[src/rtl/write_buffer_pkg.sv]
// rtl/write_buffer_pkg.sv - shared widths and entry type for the cache write-through path
package write_buffer_pkg;

    localparam int ADDR_W = 5;
    localparam int DATA_W = 5;

    typedef struct packed {
        logic [ADDR_W-1:0] addr;
        logic [DATA_W-1:0] data;
    } wb_entry_t;

endpackage

[src/rtl/write_buffer_match.sv]
// rtl/write_buffer_match.sv - address compare over queued entries, youngest match wins
module write_buffer_match
    import write_buffer_pkg::*;
#(
    parameter int DEPTH     = 4,
    parameter bit SKIP_HEAD = 1'b0,
    localparam int PW       = $clog2(DEPTH)
) (
    input  wb_entry_t         entries [DEPTH],
    input  logic [PW-1:0]     head,
    input  logic [PW:0]       count,
    input  logic [ADDR_W-1:0] key,
    output logic              hit,
    output logic [PW-1:0]     index,
    output logic [DATA_W-1:0] data
);

    logic [PW-1:0] slot;

    // Walk from oldest to youngest so a later match overrides an earlier one.
    always_comb begin
        hit   = 1'b0;
        index = '0;
        data  = '0;
        slot  = '0;
        for (int k = 0; k < DEPTH; k++) begin
            slot = head + PW'(k);
            if ((k >= (SKIP_HEAD ? 1 : 0)) && ((PW+1)'(k) < count) && (entries[slot].addr == key)) begin
                hit   = 1'b1;
                index = slot;
                data  = entries[slot].data;
            end
        end
    end

endmodule

[src/rtl/write_buffer.sv]
// rtl/write_buffer.sv - circular write-through buffer with in-place merge and lookup forwarding
module write_buffer
    import write_buffer_pkg::*;
#(
    parameter int DEPTH = 4
) (
    input  logic                   Clock,
    input  logic                   Reset,
    input  logic                   WrValid,
    input  logic [ADDR_W-1:0]      WrAddr,
    input  logic [DATA_W-1:0]      WrData,
    output logic                   WrReady,
    input  logic [ADDR_W-1:0]      LookupAddr,
    output logic                   LookupHit,
    output logic [DATA_W-1:0]      LookupData,
    output logic                   MemReq,
    output logic [ADDR_W-1:0]      MemAddr,
    output logic [DATA_W-1:0]      MemData,
    input  logic                   MemAck,
    output logic [$clog2(DEPTH):0] Count,
    output logic                   Empty
);

    localparam int PW = $clog2(DEPTH);

    wb_entry_t     entries [DEPTH];
    logic [PW-1:0] head;
    logic [PW-1:0] tail;
    logic [PW:0]   count_q;

    logic              merge_hit;
    logic [PW-1:0]     merge_idx;
    logic [DATA_W-1:0] merge_data;
    logic [PW-1:0]     lookup_idx;
    logic              full;
    logic              accept;
    logic              append;
    logic              pop;
    logic              unused_match;

    // The head may be on the memory bus right now, so it is never a merge target.
    write_buffer_match #(.DEPTH(DEPTH), .SKIP_HEAD(1'b1)) u_merge (
        .entries (entries),
        .head    (head),
        .count   (count_q),
        .key     (WrAddr),
        .hit     (merge_hit),
        .index   (merge_idx),
        .data    (merge_data)
    );

    write_buffer_match #(.DEPTH(DEPTH), .SKIP_HEAD(1'b0)) u_lookup (
        .entries (entries),
        .head    (head),
        .count   (count_q),
        .key     (LookupAddr),
        .hit     (LookupHit),
        .index   (lookup_idx),
        .data    (LookupData)
    );

    assign unused_match = ^{merge_data, lookup_idx};

    assign Empty   = (count_q == '0);
    assign full    = (count_q == (PW+1)'(DEPTH));
    assign WrReady = !full || merge_hit;
    assign accept  = WrValid && WrReady;
    assign append  = accept && !merge_hit;
    assign pop     = !Empty && MemAck;

    assign Count   = count_q;
    assign MemReq  = !Empty;
    assign MemAddr = Empty ? '0 : entries[head].addr;
    assign MemData = Empty ? '0 : entries[head].data;

    always_ff @(posedge Clock) begin
        if (Reset) begin
            head    <= '0;
            tail    <= '0;
            count_q <= '0;
            for (int i = 0; i < DEPTH; i++) begin
                entries[i] <= '0;
            end
        end else begin
            if (accept && merge_hit) begin
                entries[merge_idx].data <= WrData;
            end
            if (append) begin
                entries[tail] <= '{addr: WrAddr, data: WrData};
                tail          <= tail + 1'b1;
            end
            if (pop) begin
                head <= head + 1'b1;
            end
            count_q <= count_q + (PW+1)'(append) - (PW+1)'(pop);
        end
    end

endmodule

[config.mk]
export PLATFORM = sky130hd
export DESIGN_NAME = write_buffer
export DESIGN_NICKNAME = d
export VERILOG_FILES = /design/src/rtl/write_buffer_pkg.sv /design/src/rtl/write_buffer_match.sv /design/src/rtl/write_buffer.sv
export SDC_FILE = /design/constraint.sdc
export NUM_CORES = 1
export LEC_CHECK = 0
export BUFFER_PORTS_ARGS = -buffer_cell sky130_fd_sc_hd__buf_2
export CORE_MARGIN = 2
export CORE_UTILIZATION = 60
export DETAILED_ROUTE_END_ITERATION = 10
export PLACE_DENSITY_LB_ADDON = 0.2
export SYNTH_ARGS = -nofsm -noshare
export SYNTH_HDL_FRONTEND = slang
export SYNTH_SLANG_ARGS = --single-unit
[constraint.sdc]
create_clock -name Clock -period 3.7 [get_ports Clock]
set_input_delay 0.185 -clock Clock [delete_from_list [all_inputs] [get_ports Clock]]
set_output_delay 0.185 -clock Clock [all_outputs]
set_load 0.005 [all_outputs]
# Word level (Yosys, flattened, before mapping)
# Cells that the tools add are included.
op_classes:
  n_div: 0
  shifts: 0
  mux: 37
  order_cmp: 12
  reduce_logical: 18
  mul: 0
  add_sub_neg: 6
  eq_ne: 8
  bitwise: 6
ops:
  columns: ["op", "count"]
  rows:
  - ["$mux W40", 3]
  - ["$mux W10", 9]
  - ["$bmux W10 S2", 4]
  - ["$bwmux W40", 2]
  - ["$demux W10 S2", 2]
  - ["$eq A5 B5 Y1", 7]
  - ["$mux W5", 7]
  - ["$ge A3 B3 Y1 const B", 6]
  - ["$not A2 Y3", 6]
  - ["$logic_and A1 B1 Y1", 13]
  - ["$mux W1", 7]
  - ["$lt A1 B3 Y1 const A", 2]
  - ["$lt A2 B3 Y1 const A", 2]
  - ["$lt A3 B1 Y1 const B", 2]
  - ["$mux W2", 3]
  - ["$add A2 B1 Y2 const B", 2]
  - ["$add A2 B2 Y2 const B", 2]
  - ["$add A3 B1 Y3", 1]
  - ["$eq A3 B3 Y1 const B", 1]
  - ["$logic_not A1 Y1", 3]
  - ["$logic_not A3 Y1", 1]
  - ["$sub A3 B1 Y3", 1]
  - ["$logic_or A1 B1 Y1", 1]
word_totals:
  latchBits: 0
  out_inout_bits: 22
  in_bits: 19
  rom_bits: 0
  ff_bits: 47
  wordCells: 98
  mem_count: 0
  ram_bits: 0

# Logic depth before layout (Yosys ltp)
# Gate-level depths: netlist (run 1).
logic_depth:
  ltp_word: 20
  ltp_mapped: 15
  ltp_nobuf: 13

# Cells and area by module
# A second synthesis (run 1) with hierarchy kept.
hier_totals:
  hier_cells: 517
  area_unflattened_um2: 5079.9
modules_own_cells:
  columns: ["module", "area_each_um2", "cells_per_inst", "seq_area_each_um2", "n_inst"]
  rows:
  - ["write_buffer", 2432.3, 242, 940.9, 1]
  - ["write_buffer_match at u_lookup", 1435.1, 160, 0.0, 1]
  - ["write_buffer_match at u_merge", 1212.4, 115, 0.0, 1]

# Worst setup path after synthesis (run 1)
# Ideal clock, no wire load.
synth_timing:
  path_kind: "register -> register"
  startpoint: "register head[0]"
  endpoint: "register count_q[2] (netlist: Count[2])"
  n_path_buf: 3
  path_stages_with_launch: 15
  arrival_ps: 3140
  slack_ps: 433
  required_ps: 3572
  period_less_slack_ps: 3267
  setup_time_ps: 128
  path_cell_list: "dfxtp_1 buf_6 buf_4 mux4_2 xnor2_1 nand4_1 nor2_2 or4b_1 buf_2 nand3_1 nand2_1 ha_1 fa_1 xor2_1 nor2_1"
synth_via:
  elab_chain_len: 15
  elab_cells_between_ends: 30
  cone_classes: "5 x add/sub; 3 x eq/ne; 12 x mux; 3 x bitwise; 7 x reduce/logical"
synth_lines:
  columns: ["item", "line", "source"]
  rows:
  - ["start, declared", "write_buffer.sv:27", "logic [PW-1:0] head;"]
  - ["start signal, assigned", "write_buffer.sv:93", "head <= head + 1'b1;"]
  - ["$add A2 B1 Y2", "write_buffer_match.sv:27", "slot = head + PW'(k);"]
  - ["$not A2 Y3 (implied by the code)", "write_buffer_match.sv:28", "if ((k >= (SKIP_HEAD ? 1 : 0)) && ((PW+1)'(k) < count) && (entries[slot].addr == key)) begin"]
  - ["$bmux W10 S2", "write_buffer_match.sv:28", null]
  - ["$mux W10 (implied by the code) (2 in series)", "write_buffer_match.sv:28", null]
  - ["$eq A5 B5 Y1", "write_buffer_match.sv:28", null]
  - ["$logic_and A1 B1 Y1", "write_buffer_match.sv:28", null]
  - ["$mux W1 (2 in series)", "write_buffer_match.sv:28", null]
  - ["$mux W1 (*)", "write_buffer_match.sv:28", null]
  - ["$logic_or A1 B1 Y1", "write_buffer.sv:66", "assign WrReady = !full || merge_hit;"]
  - ["$logic_and A1 B1 Y1", "write_buffer.sv:67", "assign accept = WrValid && WrReady;"]
  - ["$logic_and A1 B1 Y1 (*)", "write_buffer.sv:68", "assign append = accept && !merge_hit;"]
  - ["$add A3 B1 Y3 (*)", "write_buffer.sv:95", "count_q <= count_q + (PW+1)'(append) - (PW+1)'(pop);"]
  - ["$sub A3 B1 Y3 (*)", "write_buffer.sv:95", null]
  - ["end signal, assigned", "write_buffer.sv:95", null]
  - ["end, declared", "write_buffer.sv:29", "logic [PW:0] count_q;"]
# Every way passes the cells marked *; elsewhere a longest branch is shown, timed or not. The select of a mux whose other input is x is not followed.
# A chain may end at the register's enable or synchronous reset.

# Worst setup path in the final report (run 1)
layout_timing:
  startpoint: "register head[1]"
  endpoint: "register count_q[2] (netlist: Count[2])"
# The elaborated chain is that of the path after synthesis.

==> results of run 1 <==
-- metal layers --
| layer | track usage | share of wire | vias to the layer above |
|---|---|---|---|
| met3 | 0.0386 | 0.085 | 8 |
| met4 | 0.0528 | 0.0071 | 0 |
| met2 | 0.392 | 0.44 | 147 |
| met5 | 0 | 0 | - |
| li1 | - | - | 1528 |
| met1 | 0.402 | 0.47 | 1531 |
-- synthesized netlist by cell type, types with 3 or more instances --
library cell / n / area [µm²]
a211oi_1: 4 / 30.0
a211oi_4: 4 / 80.1
a21boi_0: 4 / 30.0
a21oi_1: 25 / 125
buf_1: 6 / 22.5
buf_2: 3 / 15.0
buf_4: 6 / 45.0
clkbuf_1: 19 / 71.3
dfxtp_1: 47 / 941
ha_1: 7 / 87.6
inv_1: 12 / 45.0
mux2_2: 6 / 67.6
mux2i_1: 27 / 270
mux4_2: 27 / 608
nand2_1: 24 / 90.1
nand2b_1: 25 / 156
nand3_1: 27 / 135
nand4_1: 7 / 43.8
nor2_1: 14 / 52.6
nor2b_1: 7 / 43.8
nor3_1: 8 / 40.0
nor4b_1: 3 / 26.3
o21ai_0: 7 / 35.0
o21ai_1: 20 / 100
o31ai_1: 5 / 37.5
or2_2: 4 / 25.0
xnor2_1: 34 / 298
xor2_1: 4 / 35.0
-- worst max-delay path: stages (launching register included) --
cell and delay (ns):
dfxtp_2 0.61, mux4_2 0.62, xnor2_1 0.16, nand4_1 0.20, nor2_2 0.07, or4b_1 0.57
nand3_1 0.16, nand2_1 0.08, ha_1 0.19, fa_1 0.38, xor2_1 0.16, nor2_1 0.05
-- state kept, by name, summed over array words and instances, names as in the netlist --
register  count
Count         3
tail          2
head          2
entries      40
-- metrics by stage --
step           std cells   util
2_1_floorplan        410      -
3_3_place_gp         502  0.644
3_5_place_dp         502  0.644
4_1_cts              510  0.660
5_1_grt              510  0.660
6_report             510  0.660
-- kinds of logic after synthesis --
kind of cell,share of synthesized area
AO/OA/AOI/OAI,0.126
XOR/XNOR,0.0868
adder cells (fa/ha/maj),0.0280
buffers and inverters,0.0577
flip-flops,0.245
multiplexers,0.260
AND/OR/NAND/NOR,0.196
-- report_power, final --
part           switching [mW]  internal, mW
Clock                   0.159         0.171
Sequential              0.129         0.575
Combinational           0.489         0.422
Total                   0.778          1.17
-- worst paths after layout --
check,slack [ns],cells after the start,end
setup / recovery,0.30,11,Count[2]
hold / removal,0.23,3,entries[27]
setup reg to reg,0.30,11,Count[2]
hold reg to reg,0.50,2,tail[1]
-- cell type report --
type                            count  share of cell area
Timing Repair Buffer               51              0.0682
Multi-Input combinational cell    315               0.645
Sequential cell                    47               0.228
Clock buffer                        8              0.0242
Inverter                           12              0.0109
Tap cell                           77              0.0232
==> results.ini, run 1 <==
[timing]
finalClockSkew_ns=0.00332
tns_ns=0
hold_viol_final=0
hold_slack_ns=0.230
fin_crit_ns=3.40
max_slew.worst_pin.slew_ns=0.803
setup_ws_ns=0.304
maxSlewHeadroom=0.465
timing.final.crit_share=0.918
clock.fmax_mhz=294
finalSetupViolations=0
finalMaxSlewViolations=0
grt_setup_unrepaired=false

[synthesis]
synth_ff_type=dfxtp_1
synth-edff-count=0
ys_seq_elements=47
synthesis.area_mm2=0.00384
synth_area_per_cell_um2=9.36
synth_async_sr_flop_share=0
yosysSeqAreaShare=0.245
synth_nets=437
synth.distinct_cells=45
yosysWarnings=0
syn_inst=410

[grt]
antenna_found_initial=0
grt_overflow=0
grt_usage=0.261
grt_max_degree=53
grt_pass1_wl_um=15000
grt_pass1_vias=2999

[floorplanning]
die_area_mm2=0.00705
core-area_mm2=0.00628
chipHeight_um=84.0
fp.dieW_um=84.0
pin_count=41
start_util=0.611
row_count=29

[detailed_routing]
drc=0
via_per_inst=6.30
routed_wl_um=8920
first_pass_iters=5
drt_iter0_drc=346
via_count=3214
ant_nets=0
routedWlPerCell_um=17.5

[min_path]
min_from=WrAddr[2]
hp-class=input pin to flop

[cts]
cts_resized=0
cts_buffer_depth=2
clkTransAtPathRegs_ns=0.08
clock-root-buffer=clkbuf_8
htreeDepth=2
cts_tree=yes
numCtsBuffers=5
hold_buffers=0
post-cts-setup-buffers=0
insertion_delay_ns=0.29
cts_sinks=47

[cells_and_area]
seq_area_um2=946
multiInputGateArea_mm2=0.00267
area_growth_pct=8.02
layout_commonest_cell=dfxtp_1
layout.nets=459
mostFrequentLayoutCells=45 x dfxtp_1, 40 x buf_2, 34 x xnor2_1
n_fill_cell=508
postLayoutCellArea_mm2=0.00414
drive_gt1_frac=0.249
n_antenna_cell=0

[place]
port_buffers=40
gp_congestion=0.898
place_hpwl_um=6950
place_area_mm2=0.00404
place_ws_ns=0.173

[setup_path]
critPathArrivalTime_ns=3.55
cp_max_fo=17
crit_path_start_kind=flop
critPathKind=flop to flop
rr_startpoint=head[1]
worstSetupEndpointType=flop
startpoint=head[1]
required_ns=3.85

[pwr]
power_leakage_nw=1.57
ir_drop_uv=377
powerDensity_mw_per_mm2=469
p_total_mw=1.95

[status]
status=completed

[flow_run]
drv_cap=0

Note: power is estimated with default switching activity, not from simulation.
==> inputs of run 2 (changes only) <==
--- a/config.mk
+++ b/config.mk
@@ -5,6 +5,7 @@
 export SDC_FILE = /design/constraint.sdc
 export NUM_CORES = 1
 export LEC_CHECK = 0
+export ABC_AREA = 1
 export BUFFER_PORTS_ARGS = -buffer_cell sky130_fd_sc_hd__buf_2
 export CORE_MARGIN = 2
 export CORE_UTILIZATION = 60
==> results.ini, run 2 <==
[detailed_routing]
routedWlPerCell_um=14.2
drc=0
via_count=4449
first_pass_iters=5
via_per_inst=5.58
drt_iter0_drc=393
routed_wl_um=11300
ant_nets=0

[setup_path]
critPathArrivalTime_ns=3.41
cp_cell_sequence=buf_4 > nand2_1 > nand3_1 > nand3_1 > nand2_1 > nor2_1 > nand3_2 > nand3_2 > inv_2 > nand3_1 > o21ai_0 > a21oi_1
rr_startpoint=head[0]
cpMaxStageDelayCell=dfxtp_2
reg2reg_slack_ns=0.45
cp_max_fo=48
critPathKind=flop to flop
path_depth=12
r2r_cells=12
slowest_delay_ns=0.67
crit_path_start_kind=flop
cp_top_family=simple AND/OR/NAND/NOR gates
r2r_end=entries[39]
cp_common_cell=nand3_1
required_ns=3.86
worstSetupEndpointType=flop
cp.buffers_inverters=2

[timing]
grt_setup_unrepaired=false
clock.fmax_mhz=308
finalSetupViolations=0
max_slew.worst_pin.slew_ns=1.31
fin_crit_ns=3.25
finalClockSkew_ns=0.00468
tns_ns=0
timing.final.crit_share=0.877
hold_viol_final=0
maxSlewHeadroom=0.127
finalMaxSlewViolations=0

[grt]
grt_pass1_wl_um=18400
antenna_found_initial=0
grt_max_degree=49
grt_usage=0.318
grt_overflow=0
grt_pass1_vias=3815

[pwr]
power_leakage_nw=2.13
pwr-share-comb=0.546
power_frac_seq=0.273
p_sw_frac=0.487
power.switching_mw=1.28
ir_drop_uv=505
p_clk_frac=0.181
powerDensity_mw_per_mm2=613
internal_power_mw=1.34
p_total_mw=2.62

[status]
status=completed

[cts]
htreeDepth=2
cts_resized=0
clock-root-buffer=clkbuf_8
cts_sinks=47
cts_buffer_depth=2
numCtsBuffers=5
clkTransAtPathRegs_ns=0.10
insertion_delay_ns=0.30
cts_tree=yes

[synthesis]
yosysSeqAreaShare=0.237
synth_area_leader_cell=dfxtp_1
synth-edff-count=0
syn_inst=697
synth_nets=724
yosysTopAreaCellShare=0.237
yosysWarnings=0
yosys-top-cells-count=233 x nand2_1, 69 x nand3_1, 69 x nor2_1
synthesis.area_mm2=0.00397
synthTopCellsByArea=dfxtp_1 24%, nand2_1 22%, nand3_1 8.7%
ys_seq_elements=47
synth_ff_type=dfxtp_1
synth_most_common_cell=nand2_1
synth.distinct_cells=33
synth_async_sr_flop_share=0
synth_area_per_cell_um2=5.70

[floorplanning]
row_count=29
core-area_mm2=0.00639
die_area_mm2=0.00728
chipHeight_um=85.3
start_util=0.622
fp.dieW_um=85.3
pin_count=41

[flow_run]
drv_cap=0

[min_path]
hold_end=Count[2]
hp-class=input pin to flop
min_from=Reset
hold_path_depth=2

[cells_and_area]
drive_gt1_frac=0.113
largest_reg_flops=40
n_antenna_cell=0
largest-register=entries
layout.nets=746
layout.cells.non_filler=797
n_fill_cell=623
post-route-util=0.669
postLayoutCellArea_mm2=0.00427
mostFrequentLayoutCells=233 x nand2_1, 69 x nand3_1, 69 x nor2_1
layout_commonest_cell=nand2_1
area_growth_pct=7.63

[place]
placed_cells=788
port_buffers=40
place_hpwl_um=8510
gp_congestion=1.01
place_area_mm2=0.00413

==> run 2: changes by cell type after synthesis, moves of 7 or more <==
cell / previous run / this run
nand2_1: 24 / 233
o21ai_0: 7 / 66
inv_1: 12 / 67
nor2_1: 14 / 69
nand3_1: 27 / 69
xnor2_1: 34 / 0
a21oi_1: 25 / 52
mux2i_1: 27 / 0
mux4_2: 27 / 0
nand2b_1: 25 / 0
o21ai_1: 20 / 1
nor2b_1: 7 / 0
==> run 2: metal layers <==
metal	track usage	part of all wire	vias to the layer above
li1	-	-	2269
met1	0.495	0.49	1989
met2	0.466	0.42	180
met3	0.0438	0.089	11
met4	0.0620	0.0080	0
met5	0	0	-
==> run 2: repair_timing <==
action	4_1_cts	5_1_grt
hold buffers	0	0
endpoints found under the setup margin	0	5
hold endpoints to repair	0	0
buffers inserted	0	1
==> run 2: power groups by stage <==
stage               registers, mW  clock network [mW]  logic, mW
global placement            0.716                   0       1.37
global route                0.725               0.495       1.61
CTS                         0.709               0.474       1.40
detailed placement          0.721                   0       1.40
finish                      0.715               0.474       1.43
floorplan                   0.668                   0       1.11
==> run 2: cells by family after synthesis <==
| family | count (synthesis) | share of synthesized area |
|---|---|---|
| XOR/XNOR | 10 | 0.0221 |
| adder cells (fa/ha/maj) | 8 | 0.0271 |
| buffers and inverters | 106 | 0.118 |
| flip-flops | 47 | 0.237 |
| AND/OR/NAND/NOR | 398 | 0.427 |
| AO/OA/AOI/OAI | 128 | 0.169 |
==> run 2: worst max path at each step <==
stage / start / to / slack, ns
6_report: head[0] / entries[39] / 0.45
5_1_grt: head[0] / entries[39] / 0.14
3_3_place_gp: head[0] / LookupData[1] / 0.62
4_1_cts: head[0] / LookupData[2] / 0.24
2_1_floorplan: head[0] / Count[2] / 1.25
3_5_place_dp: head[0] / entries[39] / 0.54
==> run 2: per-stage QoR <==
stage,hold slack [ns],setup slack [ns]
after CTS,0.0690,0.235
after global placement,0.389,0.618
after detailed placement,0.393,0.541
after global routing,0.0883,0.138
final,0.0709,0.454
after floorplan,0.256,1.25
==> run 2: worst register-to-register path, cell delays in order (launching register included) <==
cell     delay, ns
dfxtp_2       0.67
buf_4         0.44
nand2_1       0.15
nand3_1       0.13
nand3_1       0.08
nand2_1       0.07
nor2_1        0.05
nand3_2       0.11
nand3_2       0.11
inv_2         0.12
nand3_1       0.62
o21ai_0       0.48
a21oi_1       0.08
==> run 2: cell type report <==
class | count | area (µm²) | share of cell area
Clock buffer | 5 | 68.8 | 0.0161
Clock inverter | 3 | 71.3 | 0.0167
Inverter | 75 | 289 | 0.0676
Multi-Input combinational cell | 544 | 2560 | 0.599
Sequential cell | 47 | 942 | 0.220
Tap cell | 77 | 96.3 | 0.0225
Timing Repair Buffer | 46 | 245 | 0.0574
==> inputs of run 3 (changes only) <==
--- a/config.mk
+++ b/config.mk
@@ -8,7 +8,7 @@
 export ABC_AREA = 1
 export BUFFER_PORTS_ARGS = -buffer_cell sky130_fd_sc_hd__buf_2
 export CORE_MARGIN = 2
-export CORE_UTILIZATION = 60
+export CORE_UTILIZATION = 45
 export DETAILED_ROUTE_END_ITERATION = 10
 export PLACE_DENSITY_LB_ADDON = 0.2
 export SYNTH_ARGS = -nofsm -noshare
==> results.ini, run 3 (synthesis results as in run 2) <==
[status]
status=completed

[cells_and_area]
seq_area_um2=942
mostFrequentLayoutCells=233 x nand2_1, 69 x nand3_1, 69 x nor2_1
area_growth_pct=8.19
drive_gt1_frac=0.114
layout.nets=747
multiInputGateArea_mm2=0.00256
layout.cells.non_filler=829
n_antenna_cell=0
layout_commonest_cell=nand2_1
n_fill_cell=933
largest_reg_flops=40
largest-register=entries

[timing]
timing.final.crit_share=0.905
setup_ws_ns=0.350
tns_ns=0
maxSlewHeadroom=0.171
finalClockSkew_ns=0.00591
max_slew.worst_pin.slew_ns=1.24
clock.fmax_mhz=299
grt_setup_unrepaired=false
finalSetupViolations=0
finalMaxSlewViolations=0
hold_viol_final=0
fin_crit_ns=3.35

[cts]
post-cts-setup-buffers=0
cts_sinks=47
hold_buffers=0
cts_buffer_depth=2
insertion_delay_ns=0.31
clkTransAtPathRegs_ns=0.10
cts_tree=yes
numCtsBuffers=5
cts_resized=0
clock-root-buffer=clkbuf_8
htreeDepth=2

[pwr]
ir_drop_uv=275
power_leakage_nw=2.13
powerDensity_mw_per_mm2=597

[place]
gp_congestion=0.997
place_ws_ns=0.568
port_buffers=40
place_hpwl_um=8680
placed_cells=821

[grt]
grt_max_degree=65
grt_usage=0.240
grt_pass1_wl_um=18700
grt_pass1_vias=3782
grt_overflow=0
antenna_found_initial=0

[floorplanning]
row_count=34
fp.dieW_um=97.9
die_area_mm2=0.00959
chipHeight_um=97.9
core-area_mm2=0.00864
start_util=0.460
pin_count=41

[detailed_routing]
ant_nets=0
routedWlPerCell_um=13.9
via_count=4307
drt_iter0_drc=398
drc=0
via_per_inst=5.20
routed_wl_um=11500
first_pass_iters=5

[setup_path]
cp_max_fo=64
required_ns=3.51
worstSetupEndpointType=output port
reg2reg_slack_ns=0.49
crit_path_start_kind=flop
critPathKind=flop to output port
critPathArrivalTime_ns=3.16

[flow_run]
drv_cap=0

[min_path]
hp-class=input pin to flop

run 3: cell types whose count changed in the layout (fill, tap and decap cells not counted):
cell       before  now
inv_8           2    1
buf_4           6    7
clkinv_4        0    1
bufinv_16       2    1
inv_6           0    1
run 3: path summary, 6_finish.rpt:
kind                                  start       endpoint  cells after the start
worst max-delay path                head[0]  LookupData[4]                     12
worst max register to register      head[0]       Count[1]                     17
worst min register to register  entries[18]    entries[18]                      2
worst min-delay path                  Reset       Count[0]                      2
run 3: area by class of cell:
cell class	instances	share of cell area
tap	108	0.0315
inverter	75	0.0673
clock inverter	3	0.0111
timing repair buffer	47	0.0588
multi-input combinational	544	0.596
clock buffer	5	0.0160
sequential	47	0.219
run 3: per-stage QoR:
step	power [mW]	hold WS, ns	area, µm²	util
after floorplan	1.77	0.256	3970	-
after global placement	2.12	0.388	4180	0.484
after detailed placement	2.15	0.395	4180	0.484
after CTS	2.56	0.0546	4300	0.497
after global routing	2.80	0.0589	4300	0.497
final	2.57	0.0625	4300	0.497
run 3: power by group:
group | switching, mW | internal [mW]
Combinational | 0.983 | 0.472
Sequential | 0.0942 | 0.602
Clock | 0.209 | 0.205
run 3: per-layer routing:
layer | up-vias | wire [µm] | track usage
met5 | - | 0 | 0
met4 | 0 | 80 | 0.0481
met3 | 7 | 778 | 0.0344
met2 | 121 | 4600 | 0.353
met1 | 1904 | 6080 | 0.373
li1 | 2275 | - | -
run 3: worst max-delay path, stage by stage, from the launching register on:
cell	delay, ns
dfxtp_2	0.46
buf_4	0.51
nand2_1	0.14
nand3_1	0.15
and2_1	0.17
nor2_1	0.05
nor4_1	0.34
nand4_1	0.48
nor2_1	0.25
nor2_1	0.06
nand2_1	0.06
nand2_1	0.06
buf_2	0.12
